File: src/rtl/prbs_gen.sv
// prbs_gen: Fibonacci-LFSR PRBS generator emitting NB_OUT serial bits per enabled cycle,
// with runtime seed load, error injection and period-wrap flag.
module prbs_gen #(
  parameter int ORDER = 9,
  parameter int NB_OUT = 1,
  parameter logic [ORDER-1:0] SEED = 9'h1AA
) (
  input  logic              clock,
  input  logic              i_reset,
  input  logic              i_enable,
  input  logic              i_load,
  input  logic [ORDER-1:0]  i_seed,
  input  logic              i_inject_err,
  output logic [NB_OUT-1:0] o_data,
  output logic              o_valid,
  output logic              o_wrap
);
  localparam int TAP = ORDER == 7 ? 6 : ORDER == 9 ? 5 : ORDER == 15 ? 14 : ORDER == 23 ? 18 : 28;
  localparam logic [ORDER-1:0] INIT = (SEED == '0) ? '1 : SEED;
  localparam logic [ORDER:0] P = {1'b0, {ORDER{1'b1}}};
  logic [ORDER-1:0]  lfsr, lfsr_nxt, seed_fix, cnt;
  logic [ORDER:0]    sum;
  logic [NB_OUT-1:0] bits;
  logic              wrap_nxt;
  always_comb begin
    lfsr_nxt = lfsr;
    bits = '0;
    for (int i = 0; i < NB_OUT; i++) begin
      bits[NB_OUT-1-i] = lfsr_nxt[ORDER-1];
      lfsr_nxt = {lfsr_nxt[ORDER-2:0], lfsr_nxt[ORDER-1] ^ lfsr_nxt[TAP-1]};
    end
  end
  // the word spans counter values cnt .. cnt+NB_OUT-1 (mod P); it holds 0 if it starts there or crosses P
  assign sum      = {1'b0, cnt} + (ORDER+1)'(NB_OUT);
  assign wrap_nxt = (cnt == '0) || (sum > P);
  assign seed_fix = (i_seed == '0) ? '1 : i_seed;
  always_ff @(posedge clock or posedge i_reset) begin
    if (i_reset) begin
      lfsr    <= INIT;
      cnt     <= '0;
      o_data  <= '0;
      o_valid <= 1'b0;
      o_wrap  <= 1'b0;
    end else if (i_load) begin
      lfsr    <= seed_fix;
      cnt     <= '0;
      o_valid <= 1'b0;
      o_wrap  <= 1'b0;
    end else if (i_enable) begin
      lfsr    <= lfsr_nxt;
      cnt     <= (sum >= P) ? ORDER'(sum - P) : sum[ORDER-1:0];
      o_data  <= bits ^ (NB_OUT'(i_inject_err) << (NB_OUT-1));
      o_valid <= 1'b1;
      o_wrap  <= wrap_nxt;
    end else begin
      o_valid <= 1'b0;
      o_wrap  <= 1'b0;
    end
  end
endmodule

File: config.mk
export PLATFORM = sky130hd
export DESIGN_NAME = prbs_gen
export DESIGN_NICKNAME = d
export VERILOG_FILES = /design/src/rtl/prbs_gen.sv
export SDC_FILE = /design/constraint.sdc
export NUM_CORES = 1
export LEC_CHECK = 0
export CAP_MARGIN = 20
export CORE_MARGIN = 5
export CORE_UTILIZATION = 49
export DETAILED_ROUTE_END_ITERATION = 10
export GPL_ROUTABILITY_DRIVEN = 1
export PLACE_DENSITY = 0.84
export SYNTH_ARGS = -nofsm -noshare
export SYNTH_HDL_FRONTEND = slang
export SYNTH_SLANG_ARGS = --single-unit
File: constraint.sdc
create_clock -name clock -period 1.9 [get_ports clock]
set_input_delay 0.57 -clock clock [delete_from_list [all_inputs] [get_ports clock]]
set_output_delay 0.57 -clock clock [all_outputs]
set_load 0.02 [all_outputs]
==> qor.csv <==
metric,value,unit
number of remaining DRC errors,0,
Pwr Total,0.980,mW
vias per inst,5.94,
Crit Path Category,reg -> reg,
clock power share,22.8,%
"Hold-fix buffers, CTS",0,
power share of the sequential group,52.2,%
Multi-input gate area,855,µm²
Clock Latency Late Sink,0.31,ns
final worst path period need,2.02,ns
I/O Buffers,16,
Peak supply drop,423,µV
Synth area leaders,"dfrtp_1 (30%), dfstp_2 (9.9%), mux2_2 (6.8%)",
maximum clock rate,496,MHz
die height,62.0,µm
slew margin rel.,78.1,%
nets,201,
Async SR Flop Fraction,100,%
setup slack after layout,-0.117,ns
pin count of the biggest net entering global routing,22,
IO Pins,17,
top_reg_cell synth,dfrtp_1,
PD cells,510,nW/µm²
largest area contributor in the netlist,dfrtp_1,
Core Box Area,2520,µm²
critical path launch point type,flop,
fillers,182,
final hold violation count,0,
final WL,3830,µm
Post-Syn Area per Cell,9.58,µm²
number of global-route vias before repair,1389,
Yosys warning total,0,
setup TNS,-0.303,ns
gr ovfl total,0,
Static Leak,0.804,nW
Synth Register Bits,21,
internal cell power,0.702,mW
"Cell Area, Synth",1320,µm²
post-route clock period utilization,106,%
Clock transition at path regs,0.12,ns
failing checks,negative setup slack,
total CTS buffers,3,
Post-Layout Cell Count,213,
Placer Congestion,0.925,
Pre-antenna DRT Iters,4,
first-pass GRT wire length,6160,µm
CTS H-tree depth,1,
CTS tree,done,
status,finished with violations,
Yosys cell types,48,
Area Growth Syn to Fin,45.3,%
worst-path maximum fanout,4,
area share of the largest cell type after synthesis,30.3,%
sw power,0.278,mW
initial antenna violation count,0,
max cap viols,0,
Max Slew Vio Count,0,
CP required,2.11,ns
WL/cell,18.0,µm
CP arrival,2.23,ns
Post-Syn Instances,138,
layout cell share with drive strength beyond 1,39.3,%
Post-Place Cells,204,
RSZ-0062 raised after global routing,true,
switching fraction of total power,28.3,%
DIE WIDTH,62.0,µm
logic gate share of total power,25.1,%
via count,1265,
sequential share of the synthesized area,40.2,%
Hold Path Class,reg -> reg,
Detailed Place HPWL,2680,µm
Row Count,18,
maximum root-to-sink buffer count,2,
syn nets,155,
skew final,0.00313,ns
Total Routing Usage GR,21.8,%
# setup viols final,4,
Post-DRT Antenna Nets,0,
Setup crit end kind,flop,
initial drt markers,40,
ANT cells,0,
Die ar.,3840,µm²
CTS root buffer,clkbuf_4,
register area,534,µm²
clk sinks,21,
initial core utilization,52.4,%
Post-synth EDFFs,0,
Worst Tran Pin Value,0.326,ns
[area by class of cell]
cell class	instances	share of cell area, %
clock buffer	4	1.37
multi-input combinational	101	44.5
timing repair buffer	50	22.8
sequential	21	27.8
inverter	7	1.63
tap	30	1.95
[worst max-delay path, stage by stage, from the launching register on]
cell and delay (ns):
dfrtp_2 0.48, ha_4 0.19, a21o_1 0.15, a21o_1 0.22, a22o_4 0.31, a211oi_4 0.26, mux2_4 0.32
[synth_stat cells, types with 4 or more instances]
cell type and number:
dfrtp_1 16, a21oi_1 6, o22a_1 7, and3_1 4, nor2_1 8, mux2_2 8, nand2_1 9, inv_1 7
o21ai_0 5, nand3_1 5, clkbuf_1 4, dfstp_2 5
[through the flow]
step	area, µm²	worst slack (ns)	hold slack, ns	utilization, %
floorplan	1360	0.000372	0.444	-
global placement	1730	-0.130	0.464	68.8
detailed placement	1730	-0.202	0.485	68.8
CTS	1820	-0.0934	0.515	72.1
global route	1920	-0.159	0.560	76.2
finish	1920	-0.117	0.515	76.2
[flip-flops by register name, indices dropped and copies added, names as in the netlist]
signal and flops:
o_wrap 1, cnt 9, o_valid 1, o_data 1, lfsr 9
[routing by layer]
metal | GRT usage (%) | vias up | part of all wire, %
met3 | 4.13 | 10 | 2.7
met4 | 10.0 | 0 | 2.3
met1 | 26.6 | 619 | 43
met2 | 36.8 | 24 | 52
met5 | 0 | - | 0
li1 | - | 612 | -
[power groups by stage]
stage / clock network (mW) / registers (mW) / logic (mW)
5_1_grt: 0.243 / 0.516 / 0.264
6_report: 0.223 / 0.511 / 0.246
3_3_place_gp: 0 / 0.515 / 0.212
4_1_cts: 0.224 / 0.512 / 0.231
3_5_place_dp: 0 / 0.518 / 0.221
2_1_floorplan: 0 / 0.516 / 0.122
[final timing paths]
path	slack, ns	cells past startpoint	from	end
max reg2reg	-0.12	6	cnt[0]$_DFFE_PP0P_	cnt[2]$_DFFE_PP0P_
max	-0.12	6	cnt[0]$_DFFE_PP0P_	cnt[2]$_DFFE_PP0P_
min reg2reg	0.51	2	lfsr[0]$_DFFE_PP0P_	lfsr[0]$_DFFE_PP0P_
max in group asynchronous	1.04	3	i_reset	lfsr[3]$_DFFE_PP1P_
min	0.51	2	lfsr[0]$_DFFE_PP0P_	lfsr[0]$_DFFE_PP0P_
min in group asynchronous	0.58	3	i_reset	cnt[6]$_DFFE_PP0P_
[kinds of logic after synthesis]
family / synth area share (%)
muxes: 7.57
AOI/OAI and AO/OA: 21.9
buffers and inverters: 5.86
and+or+nand+nor: 19.6
adders and majority gates: 2.84
DFF: 40.2
xor gates and xnor gates: 1.99
[what timing repair did]
action | CTS | global route
pin swaps | 10 | 7
gates resized for setup | 9 | 17
buffers inserted | 3 | 2
setup endpoints to repair | 9 | 11
[placed cells by master, fill, tap and decap left out, drive strengths merged, types with 6 or more instances in the layout]
cell type	count
o21ai	6
o22a	7
dfrtp	16
clkdlybuf4s50	15
mux2	8
a21oi	6
inv	6
nand2	9
buf	34
nor2	8
(Power assumes the default switching activity.)
